[config.mk]
export PLATFORM = sky130hd
export DESIGN_NAME = bram_uart_sender_flat
export DESIGN_NICKNAME = d
export VERILOG_FILES = /design/src/rtl/bram_uart_sender_if.sv /design/src/rtl/bram_uart_sender.sv /design/src/flat_wrapper.sv
export SDC_FILE = /design/constraint.sdc
export NUM_CORES = 1
export LEC_CHECK = 0
export CORE_MARGIN = 2
export CORE_UTILIZATION = 35
export CTS_BUF_LIST = sky130_fd_sc_hd__clkbuf_4
export CTS_CLUSTER_DIAMETER = 200
export DETAILED_ROUTE_END_ITERATION = 7
export PLACE_DENSITY = 0.58
export SYNTH_ARGS = -nofsm -noshare
export SYNTH_HDL_FRONTEND = slang
export SYNTH_SLANG_ARGS = --single-unit
[constraint.sdc]
create_clock -name clk -period 2.1 [get_ports clk]
set_input_delay 0.21 -clock clk [delete_from_list [all_inputs] [get_ports clk]]
set_output_delay 0.21 -clock clk [all_outputs]
set_load 0.03 [all_outputs]
[src/rtl/bram_uart_sender_if.sv]
// Signal bundle between the image read-back sender and its surroundings:
// start/busy/done control, the BRAM read port and the serial line.
interface bram_uart_sender_if #(
  parameter int ADDR_WIDTH = 18
);
  logic                  start;
  logic                  busy;
  logic                  done;
  logic                  en;
  logic [ADDR_WIDTH-1:0] addr;
  logic [23:0]           dout;
  logic                  tx;

  modport master (input start, dout, output en, addr, tx, busy, done);
  modport slave  (output start, dout, input en, addr, tx, busy, done);
endinterface

[src/rtl/bram_uart_sender.sv]
// Reads NUM_PIXELS 24-bit pixels from a BRAM port and streams each as three
// 8N1 UART bytes (R, G, B), producing the same byte stream the loader accepts.
module bram_uart_sender #(
  parameter int CLK_FREQUENCY = 100_208_000,
  parameter int BAUD_RATE     = 115200,
  parameter int ADDR_WIDTH    = 18,
  parameter int NUM_PIXELS    = 262144,
  parameter int BRAM_LATENCY  = 2
) (
  input logic               clk,
  input logic               rst_n,
  bram_uart_sender_if.master bus
);
  localparam int CLKS_PER_BIT = CLK_FREQUENCY / BAUD_RATE;
  localparam int CW = (CLKS_PER_BIT > 1) ? $clog2(CLKS_PER_BIT) : 1;
  localparam int WW = (BRAM_LATENCY > 1) ? $clog2(BRAM_LATENCY) : 1;
  localparam logic [CW-1:0]         CLK_LAST  = CW'(CLKS_PER_BIT - 1);
  localparam logic [WW-1:0]         WAIT_LAST = WW'(BRAM_LATENCY - 1);
  localparam logic [ADDR_WIDTH-1:0] PIX_LAST  = ADDR_WIDTH'(NUM_PIXELS - 1);

  typedef enum logic [2:0] {IDLE, READ, WAIT, SEND, FINISH} state_t;

  state_t                state_q, state_d;
  logic [ADDR_WIDTH-1:0] idx_q, idx_d;
  logic [ADDR_WIDTH-1:0] addr_q, addr_d;
  logic                  en_q, en_d;
  logic                  tx_q, tx_d;
  logic                  busy_q, busy_d;
  logic                  done_q, done_d;
  logic [23:0]           pixel_q, pixel_d;
  logic [1:0]            byte_q, byte_d;
  logic [3:0]            bit_q, bit_d;
  logic [CW-1:0]         clk_cnt_q, clk_cnt_d;
  logic [WW-1:0]         wait_q, wait_d;
  logic [7:0]            cur_byte;

  always_comb begin
    case (byte_q)
      2'd0:    cur_byte = pixel_q[23:16];
      2'd1:    cur_byte = pixel_q[15:8];
      default: cur_byte = pixel_q[7:0];
    endcase
  end

  always_comb begin
    state_d   = state_q;
    idx_d     = idx_q;
    tx_d      = tx_q;
    pixel_d   = pixel_q;
    byte_d    = byte_q;
    bit_d     = bit_q;
    clk_cnt_d = clk_cnt_q;
    wait_d    = wait_q;
    case (state_q)
      IDLE: if (bus.start) begin
        state_d = READ;
        idx_d   = '0;
      end
      READ: begin
        state_d = WAIT;
        wait_d  = '0;
      end
      WAIT: if (wait_q == WAIT_LAST) begin
        // dout is valid now; the start bit goes out on the next cycle
        pixel_d   = bus.dout;
        byte_d    = 2'd0;
        bit_d     = 4'd0;
        clk_cnt_d = '0;
        tx_d      = 1'b0;
        state_d   = SEND;
      end else begin
        wait_d = wait_q + WW'(1);
      end
      SEND: if (clk_cnt_q != CLK_LAST) begin
        clk_cnt_d = clk_cnt_q + CW'(1);
      end else begin
        clk_cnt_d = '0;
        if (bit_q == 4'd9) begin
          if (byte_q == 2'd2) begin
            if (idx_q == PIX_LAST) begin
              state_d = FINISH;
            end else begin
              idx_d   = idx_q + ADDR_WIDTH'(1);
              state_d = READ;
            end
          end else begin
            byte_d = byte_q + 2'd1;
            bit_d  = 4'd0;
            tx_d   = 1'b0;
          end
        end else begin
          bit_d = bit_q + 4'd1;
          tx_d  = (bit_q == 4'd8) ? 1'b1 : cur_byte[bit_q[2:0]];
        end
      end
      FINISH: state_d = IDLE;
      default: state_d = IDLE;
    endcase
  end

  // Port outputs are registered copies of what the next state implies
  always_comb begin
    en_d   = (state_d == READ);
    addr_d = (state_d == READ) ? idx_d : addr_q;
    busy_d = (state_d != IDLE);
    done_d = (state_d == FINISH);
  end

  always_ff @(posedge clk or negedge rst_n) begin
    if (!rst_n) begin
      state_q   <= IDLE;
      idx_q     <= '0;
      addr_q    <= '0;
      en_q      <= 1'b0;
      tx_q      <= 1'b1;
      busy_q    <= 1'b0;
      done_q    <= 1'b0;
      pixel_q   <= '0;
      byte_q    <= '0;
      bit_q     <= '0;
      clk_cnt_q <= '0;
      wait_q    <= '0;
    end else begin
      state_q   <= state_d;
      idx_q     <= idx_d;
      addr_q    <= addr_d;
      en_q      <= en_d;
      tx_q      <= tx_d;
      busy_q    <= busy_d;
      done_q    <= done_d;
      pixel_q   <= pixel_d;
      byte_q    <= byte_d;
      bit_q     <= bit_d;
      clk_cnt_q <= clk_cnt_d;
      wait_q    <= wait_d;
    end
  end

  assign bus.en   = en_q;
  assign bus.addr = addr_q;
  assign bus.tx   = tx_q;
  assign bus.busy = busy_q;
  assign bus.done = done_q;
endmodule

[src/flat_wrapper.sv]
// flat-port wrapper written by rule: the top's interface ports become plain ports
module bram_uart_sender_flat 
#(
  parameter int CLK_FREQUENCY = 100_208_000,
  parameter int BAUD_RATE     = 115200,
  parameter int ADDR_WIDTH    = 18,
  parameter int NUM_PIXELS    = 262144,
  parameter int BRAM_LATENCY  = 2
)
  (clk, rst_n, bus_start, bus_dout, bus_en, bus_addr, bus_tx, bus_busy, bus_done);
  bram_uart_sender_if #(.ADDR_WIDTH(ADDR_WIDTH)) bus_i ();
  input logic clk;
  input logic rst_n;
  input wire logic [$bits(bus_i.start)-1:0] bus_start;
  input wire logic [$bits(bus_i.dout)-1:0] bus_dout;
  output wire logic [$bits(bus_i.en)-1:0] bus_en;
  output wire logic [$bits(bus_i.addr)-1:0] bus_addr;
  output wire logic [$bits(bus_i.tx)-1:0] bus_tx;
  output wire logic [$bits(bus_i.busy)-1:0] bus_busy;
  output wire logic [$bits(bus_i.done)-1:0] bus_done;
  assign bus_i.start = bus_start;
  assign bus_i.dout = bus_dout;
  assign bus_en = bus_i.en;
  assign bus_addr = bus_i.addr;
  assign bus_tx = bus_i.tx;
  assign bus_busy = bus_i.busy;
  assign bus_done = bus_i.done;
  bram_uart_sender #(.CLK_FREQUENCY(CLK_FREQUENCY), .BAUD_RATE(BAUD_RATE), .ADDR_WIDTH(ADDR_WIDTH), .NUM_PIXELS(NUM_PIXELS), .BRAM_LATENCY(BRAM_LATENCY)) u_core (.clk(clk), .rst_n(rst_n), .bus(bus_i));
endmodule
---- Yosys cells after proc, flatten, opt, wreduce, memory -nomap -nowiden ----
Index checks and enable logic that the tools add are counted.
word-level totals
  logic and storage cells ................. 80
  output and inout bits ................... 22
  register bits ........................... 84
  input bits .............................. 27
operators by class
  add/sub/neg operators ................... 5
  muxes and demuxes ....................... 37
  reduce and logical (&&, ||, !) cells .... 9
  equality and inequality tests ........... 16
  magnitude comparators ................... 1
operator list
  operator                                                     number
  2-to-1 mux 18 bit                                            5
  one-hot mux 18 bit (2 select lines)                          1
  2-to-1 mux 10 bit                                            2
  one-hot mux 10 bit (2 select lines)                          1
  adder 18 x 1 -> 18 bit (second input constant)               1
  equality test 18 bit (second input constant)                 1
  2-to-1 mux 3 bit                                             6
  2-to-1 mux 4 bit                                             4
  one-hot mux 8 bit (2 select lines)                           1
  one-hot mux 3 bit (4 select lines)                           1
  adder 10 x 1 -> 10 bit (second input constant)               1
  inequality test 10 bit (second input constant)               1
  equality test 4 bit (second input constant)                  2
  2-to-1 mux 2 bit                                             4
  one-hot mux 4 bit (2 select lines)                           1
  2-to-1 mux 1 bit                                             7
  equality test 3 x 1 -> 1 bit (second input constant)         2
  equality test 3 x 2 -> 1 bit (second input constant)         2
  AND reduction 5 bit                                          1
  adder 4 x 1 -> 4 bit (second input constant)                 1
  less-than comparator 3 x 4 -> 1 bit (second input constant)  1
  inequality test 2 x 1 -> 1 bit (second input constant)       2
  inequality test 2 bit (second input constant)                2
  one-hot mux 1 bit (2 select lines)                           2
  14 further kinds                                             16

---- Depth between registers and ports, before layout ----
Gate-level depths: netlist (run 1).
  word-level depth ........................ 8
  depth in mapped cells ................... 10

---- Worst setup path after synthesis (run 1) ----
No wires, ideal clock.
  path kind ............................... reg-to-reg
  start point ............................. register u_core.clk_cnt_q[0]
  end point ............................... register u_core.idx_q[11]
  setup slack ............................. 0.095 ns
  data required time ...................... 1.976 ns
  path buffers ............................ 1
  library setup time ...................... 0.124 ns
  data arrival time ....................... 1.881 ns
  stages on the path, launching flop included .. 10
  cells stage by stage .................... dfrtp_1 inv_1 ha_1 nand4b_4 nor4_4 o211ai_1 buf_2 or3_1 nand3_1 o21ai_1
between the ends
  cells in the longest elaborated chain, start to end .. 3
ends and longest elaborated chain
  what                                 RTL line                 text
  from (decl)                          bram_uart_sender.sv:33   logic [CW-1:0] clk_cnt_q, clk_cnt_d;
  from (signal assigned)               bram_uart_sender.sv:134  clk_cnt_q <= clk_cnt_d;
  inequality test 10 bit               bram_uart_sender.sv:74   SEND: if (clk_cnt_q != CLK_LAST) begin
  2-to-1 mux 18 bit                    bram_uart_sender.sv:74
  one-hot mux 18 bit (2 select lines)  bram_uart_sender.sv:54   case (state_q)
  via u_core.idx_d[11]                 bram_uart_sender.sv:24   logic [ADDR_WIDTH-1:0] idx_q, idx_d;
  to (signal assigned)                 bram_uart_sender.sv:125  idx_q <= idx_d;
  to (decl)                            bram_uart_sender.sv:24
The timed path passes the listed nets, and every way through them passes these cells.
A chain may end at the register's enable or synchronous reset.

---- Worst setup path in the final report (run 1) ----
  start point ............................. register u_core.byte_q[0]
  end point ............................... register u_core.idx_q[11]
between the ends
  cells in the longest elaborated chain, start to end .. 5
ends and longest elaborated chain
  what                                 RTL line                 text
  from (decl)                          bram_uart_sender.sv:31   logic [1:0] byte_q, byte_d;
  from (signal assigned)               bram_uart_sender.sv:132  byte_q <= byte_d;
  equality test 2 bit                  bram_uart_sender.sv:79   if (byte_q == 2'd2) begin
  2-to-1 mux 18 bit                    bram_uart_sender.sv:79
  2-to-1 mux 18 bit                    bram_uart_sender.sv:78   if (bit_q == 4'd9) begin
  2-to-1 mux 18 bit                    bram_uart_sender.sv:74
  one-hot mux 18 bit (2 select lines)  bram_uart_sender.sv:54
  via u_core.idx_d[11]                 bram_uart_sender.sv:24
The timed path passes the listed nets, and every way through them passes these cells.

==> results of run 1 <==
## cell families (layout without fill, tap and decap cells)
group                    after synthesis  in the layout  synth area share
buffers and inverters                 32            125            0.0315
multiplexers                           6              6            0.0146
XOR/XNOR                               2              2           0.00416
flip-flops                            84             84             0.500
AND/OR/NAND/NOR                      221            221             0.254
adder cells (fa/ha/maj)                6              6            0.0178
AO/OA/AOI/OAI                        113            113             0.178
## worst min-delay path by stage
stage / endpoint / cells after the start
4_1_cts: u_core.clk_cnt_q[9] / 2
5_1_grt: u_core.pixel_q[17] / 3
2_1_floorplan: u_core.bit_q[0] / 0
3_5_place_dp: u_core.pixel_q[10] / 1
6_report: u_core.pixel_q[10] / 2
3_3_place_gp: u_core.pixel_q[10] / 1
## layout make-up
type	instances	area share
inverter	9	0.00613
clock buffer	10	0.0136
timing repair buffer	100	0.165
tap	147	0.0334
sequential	84	0.382
multi-input combinational	348	0.385
clock inverter	6	0.0161
## flip-flops by register name, indices dropped and copies added (netlist names)
register and cells:
u_core.state_q 3, u_core.bus.tx 1, u_core.bus.busy 1, u_core.bus.done 1, u_core.idx_q 18, u_core.wait_q 1
u_core.clk_cnt_q 10, u_core.byte_q 2, u_core.bus.en 1, u_core.bit_q 4, u_core.pixel_q 24, u_core.bus.addr 18
## worst reg2reg max path, cell delays in order, from the launching register on
cell       delay, ps
dfrtp_1          410
inv_2             80
ha_4             140
nand4bb_4        120
nor4_4           340
o211ai_1         170
buf_4            180
or3_4            370
nand3_1           90
o21ai_1           60
## layer usage
metal,vias to the layer above,wire (um)
li1,1831,-
met1,1779,4630
met2,52,5300
met3,10,390
met4,0,147
met5,-,0
## metrics by stage
stage | TNS [ps] | setup slack (ps)
after detailed placement | -45.2 | -23.0
after global placement | 0 | 9.01
final | 0 | 32.4
after floorplan | 0 | 95.3
after global routing | -1280 | -107
after CTS | -16.7 | -16.7
## power groups by stage
stage                     logic [mW]  clock network, mW  registers [mW]
final                          0.117               1.06            1.65
after global routing           0.134               1.17            1.66
after CTS                      0.121               1.11            1.65
after detailed placement       0.119                  0            1.69
after global placement         0.117                  0            1.69
after floorplan               0.0261                  0            1.68
## cells in the final DEF, fill, tap and decap left out, types with 10 or more instances in the layout
master | netlist | layout
buf_4 | 1 | 47
nor2_1 | 21 | 20
nand3_1 | 20 | 19
a21oi_1 | 11 | 10
clkdlybuf4s50_1 | 0 | 47
clkbuf_4 | 0 | 10
o211ai_1 | 10 | 10
o31ai_1 | 10 | 10
dfrtp_1 | 83 | 83
nand2_1 | 123 | 122
and3_1 | 16 | 16
o21ai_0 | 32 | 32
## what timing repair did
action,CTS,global route
hold buffers,1,0
endpoints found under the hold margin,33,0
pin swaps,1,15
resized for setup,4,30
endpoints found under the setup margin,6,33
setup buffers,1,3
==> results.py, run 1 <==
metrics = {
    "outcome": {
        "status": "completed",
    },
    "setup_path": {
        "cp_max_fo": 3,
        "crit_required_ps": 2450,
        "cp_slowest_cell": "dfrtp_1",
        "cp-endpoint": "u_core.idx_q[11]",
        "critPathMaxStageDelay_ps": 410,
        "cp.arrival_ps": 2420,
        "path_class": "flop to flop",
        "start_kind": "flop",
        "rr_startpoint": "u_core.byte_q[0]",
        "reg2reg_slack_ps": 30,
        "crit_chain": "inv_2 -> ha_4 -> nand4bb_4 -> nor4_4 -> o211ai_1 -> buf_4 -> or3_4 -> nand3_1 -> o21ai_1",
        "r2r_cells": 9,
        "cp-end-kind": "flop",
        "reg2reg_to": "u_core.idx_q[11]",
        "crit_path_start": "u_core.byte_q[0]",
        "path_delay_family": "simple AND/OR/NAND/NOR gates",
        "path_depth": 9,
        "cp_num_buf_inv": 2,
    },
    "cts": {
        "cts_sinks": 84,
        "htreeDepth": 3,
        "clkTransAtPathRegs_ps": 130,
        "cts_tree": "built",
        "cts-buffers-inserted": 9,
        "clkLatencyLatePin_ps": 460,
        "cts.path.max_buffers": 2,
        "clockRootBuffer": "clkbuf_4",
    },
    "placement": {
        "port_buffers": 48,
        "dp_hpwl_um": 7460,
        "finalWeightedCongestion": 0.895,
        "place_area_mm2": 0.00515,
        "placed_cells": 683,
    },
    "pwr": {
        "clkPwrFrac": 0.375,
        "total_power_mw": 2.84,
        "switching_power_mw": 0.640,
        "power.leakage_nw": 2.45,
        "power_density_mw_per_mm2": 515,
        "seqPwrFrac": 0.583,
        "p_comb_frac": 0.041,
        "switching_share": 0.226,
        "max-vdd-ir-drop_uv": 327,
        "intPower_mw": 2.20,
    },
    "layout": {
        "fin_area_mm2": 0.00551,
        "final_cells": 704,
        "n_antenna_cell": 0,
        "area_growth_pct": 30.9,
        "drive_gt1_frac": 0.189,
        "finalNetCount": 585,
        "multi_input_area_mm2": 0.00212,
        "ff_latch_area_mm2": 0.00210,
        "fillers": 1148,
        "final_util": 0.465,
    },
    "drt": {
        "final_antenna_net_count": 0,
        "viasPerCell": 5.22,
        "vias": 3672,
        "route.detailed.wl_per_inst_um": 14.9,
        "drtPass1Iterations": 4,
        "wirelength_um": 10500,
        "drt-initial-drc-count": 180,
        "drc": 0,
    },
    "synth": {
        "synth_most_common_cell": "nand2_1",
        "yosysUniqueCellTypes": 57,
        "synth.top_cell.area_share": 0.493,
        "syn_inst": 464,
        "ys_seq_elements": 84,
        "synth_nets": 497,
        "syn_area_mm2": 0.00421,
        "synth-seq-area-share": 0.500,
        "syn_avg_cell_area_um2": 9.07,
        "async_flop_share": 1.00,
        "synth.top_cells.by_count": "nand2_1, dfrtp_1, o21ai_0",
        "yosysTopAreaCell": "dfrtp_1",
        "ys.flop_type": "dfrtp_1",
        "yosys_warnings": 0,
        "synth.area.top_cells": "dfrtp_1, nand2_1, o21ai_0",
        "synth_edf_count": 0,
    },
    "timing": {
        "setup_viol": 0,
        "relSlewSlack": 0.682,
        "rsz0062_at_grt": "yes",
        "fin_crit_ps": 2070,
        "tightest_slew_ps": 476,
        "fin_crit_sh": 0.985,
        "hold_ws_ps": 236,
        "clock_skew_ps": 19.0,
        "hold_viol": 0,
        "fmax_mhz": 484,
        "finalMaxSlewViolations": 0,
    },
    "grt": {
        "grtUsageTotal": 0.170,
        "grt_use_met2": 0.285,
        "grt_max_degree": 51,
        "met3_usage": 0.0494,
        "grt.overflow.total": 0,
        "grt_pass1_vias": 3722,
        "antenna_found_initial": 0,
        "busiest_layer": "met2",
        "gr-usage-met1": 0.212,
        "grt_pass1_wl_um": 17500,
    },
    "floorplan": {
        "die_h_um": 114,
        "fp.dieW_um": 114,
        "ioPinCount": 49,
        "rows": 40,
        "coreArea_mm2": 0.0119,
        "dieArea_mm2": 0.0129,
        "initial_utilization": 0.355,
    },
    "run": {
        "maxCapViolCount": 0,
    },
    "min_path": {
        "min_path_type": "primary input to async pin",
    },
}
(Power assumes the default switching activity.)
==> run 2: changes to the inputs <==
Settings changed: PLACE_DENSITY 0.58 to unset.
==> results.py, run 2 (synthesis results as in run 1) <==
metrics = {
    "layout": {
        "finalNetCount": 596,
        "mostFrequentLayoutCells": "nand2_1, dfrtp_1, buf_4",
        "mostFrequentLayoutCell": "nand2_1",
        "drive_gt1_frac": 0.214,
        "fin_area_mm2": 0.00559,
        "multi_input_area_mm2": 0.00216,
        "area_growth_pct": 32.8,
        "final_util": 0.471,
        "largest_reg_flops": 24,
        "final_cells": 713,
        "ff_latch_area_mm2": 0.00211,
        "fillers": 1120,
        "top_register": "u_core.pixel_q",
        "n_antenna_cell": 0,
    },
    "placement": {
        "place_area_mm2": 0.00513,
        "finalWeightedCongestion": 0.835,
        "placed_cells": 683,
        "dp_hpwl_um": 7590,
        "port_buffers": 48,
    },
    "timing": {
        "clock_skew_ps": 13.5,
        "fin_crit_ps": 2150,
        "relSlewSlack": 0.688,
        "setup_viol": 2,
        "hold_viol": 0,
        "fmax_mhz": 465,
        "fin_ws_ps": -51.4,
        "finalMaxSlewViolations": 0,
        "fin_crit_sh": 1.02,
        "hold_ws_ps": 255,
        "tightest_slew_ps": 469,
        "rsz0062_at_grt": "yes",
    },
    "grt": {
        "grt.overflow.total": 0,
        "antenna_found_initial": 0,
        "grt_pass1_wl_um": 18600,
        "grtUsageTotal": 0.179,
        "grt_max_degree": 35,
        "grt_pass1_vias": 3958,
    },
    "drt": {
        "drt-met1-wl_um": 4800,
        "vias": 3840,
        "dr.max_layer_used": "met4",
        "drc": 0,
        "drtPass1Iterations": 4,
        "route.detailed.wl_per_inst_um": 15.3,
        "wirelength_um": 10900,
        "routed-wl-met2_um": 5570,
        "drt-initial-drc-count": 147,
        "viasPerCell": 5.39,
        "wl_met3_um": 413,
        "final_antenna_net_count": 0,
    },
    "pwr": {
        "power.leakage_nw": 2.49,
        "switching_power_mw": 0.602,
        "clkPwrFrac": 0.333,
        "p_comb_frac": 0.044,
        "seqPwrFrac": 0.622,
        "power_density_mw_per_mm2": 475,
        "switching_share": 0.226,
        "max-vdd-ir-drop_uv": 354,
        "intPower_mw": 2.06,
    },
    "floorplan": {
        "ioPinCount": 49,
        "fp.dieW_um": 114,
        "die_h_um": 114,
        "coreArea_mm2": 0.0119,
        "initial_utilization": 0.355,
        "rows": 40,
        "dieArea_mm2": 0.0129,
    },
    "cts": {
        "cts_tree": "built",
        "cts-buffers-inserted": 9,
        "clkTransAtPathRegs_ps": 130,
        "cts.path.max_buffers": 2,
        "htreeDepth": 3,
        "clockRootBuffer": "clkbuf_4",
        "clkLatencyLatePin_ps": 440,
        "cts_sinks": 84,
    },
    "setup_path": {
        "reg2reg_to": "u_core.idx_q[9]",
        "r2r_cells": 8,
        "cp_slowest_cell": "dfrtp_1",
        "crit_chain": "inv_2 -> ha_4 -> nand4bb_4 -> nor4_4 -> o211ai_1 -> buf_4 -> or3_4 -> mux2i_1",
        "path_class": "flop to flop",
        "cp.arrival_ps": 2500,
        "critPathMaxStageDelay_ps": 410,
        "start_kind": "flop",
        "rr_startpoint": "u_core.byte_q[0]",
        "reg2reg_slack_ps": -50,
        "cp_max_fo": 7,
        "crit_required_ps": 2450,
        "cp-end-kind": "flop",
    },
    "min_path": {
        "min_path_type": "primary input to async pin",
    },
    "outcome": {
        "status": "finished, violations left",
        "violations": "setup timing",
    },
    "run": {
        "maxCapViolCount": 0,
    },
}
## run 2: changes by cell type in the layout (fill, tap and decap cells not counted), moves of 2 or more
cell	previous run	this run
clkinvlp_4	2	0
a21oi_1	10	6
dfrtp_1	83	81
clkinv_1	0	2
buf_4	47	56
o32ai_1	3	1
a21oi_2	1	5
dfrtp_2	0	2
nor4_2	2	0
o32ai_2	1	3
nor2_2	0	2
## run 2: cell type report
type,instances,share of cell area
Inverter,9,0.00604
Clock buffer,10,0.0134
Tap cell,147,0.0329
Clock inverter,4,0.00761
Sequential cell,84,0.377
Timing Repair Buffer,111,0.176
Multi-Input combinational cell,348,0.387
## run 2: worst max-delay path, delay by kind of cell (launching register included)
kind,cells,cell delay [ps]
AND/OR/NAND/NOR,3,860
adder cells (fa/ha/maj),1,160
multiplexers,1,180
flip-flops,1,410
buffers and inverters,2,290
AO/OA/AOI/OAI,1,170
## run 2: layer usage
metal,vias up,GRT usage
li1,1850,-
met1,1902,0.221
met2,74,0.309
met3,14,0.0404
met4,0,0.0626
met5,-,0
## run 2: power groups by stage
stage / registers, mW / logic (mW) / clock network [mW]
2_1_floorplan: 1.68 / 0.0261 / 0
3_3_place_gp: 1.68 / 0.117 / 0
3_5_place_dp: 1.68 / 0.121 / 0
4_1_cts: 1.65 / 0.123 / 0.929
5_1_grt: 1.66 / 0.136 / 0.999
6_report: 1.65 / 0.118 / 0.886
## run 2: worst max-delay path by stage
stage,endpoint,start,cells after the start,slack (ps)
2_1_floorplan,u_core.idx_q[11],u_core.clk_cnt_q[0],9,100
3_3_place_gp,u_core.bus.addr[13],u_core.byte_q[0],10,-5
3_5_place_dp,u_core.idx_q[9],u_core.byte_q[0],8,-120
4_1_cts,u_core.idx_q[7],u_core.clk_cnt_q[1],8,-50
5_1_grt,u_core.idx_q[9],u_core.byte_q[0],8,-170
6_report,u_core.idx_q[9],u_core.byte_q[0],8,-50
## run 2: what timing repair did
| item | 4_1_cts | 5_1_grt |
|---|---|---|
| gates cloned | 2 | 0 |
| setup buffers | 4 | 10 |
| endpoints found under the setup margin | 22 | 41 |
| hold buffers | 1 | 0 |
| hold endpoints to repair | 30 | 0 |
| pin swaps | 7 | 14 |
| gates resized for setup | 17 | 31 |
## run 2: stage by stage
step                power [mW]  setup TNS (ps)  worst slack (ps)
finish                    2.66           -53.4             -51.4
CTS                       2.71            -230             -50.4
floorplan                 1.71               0              95.3
global route              2.79           -1540              -171
detailed placement        1.81            -801              -124
global placement          1.80           -4.50             -4.50
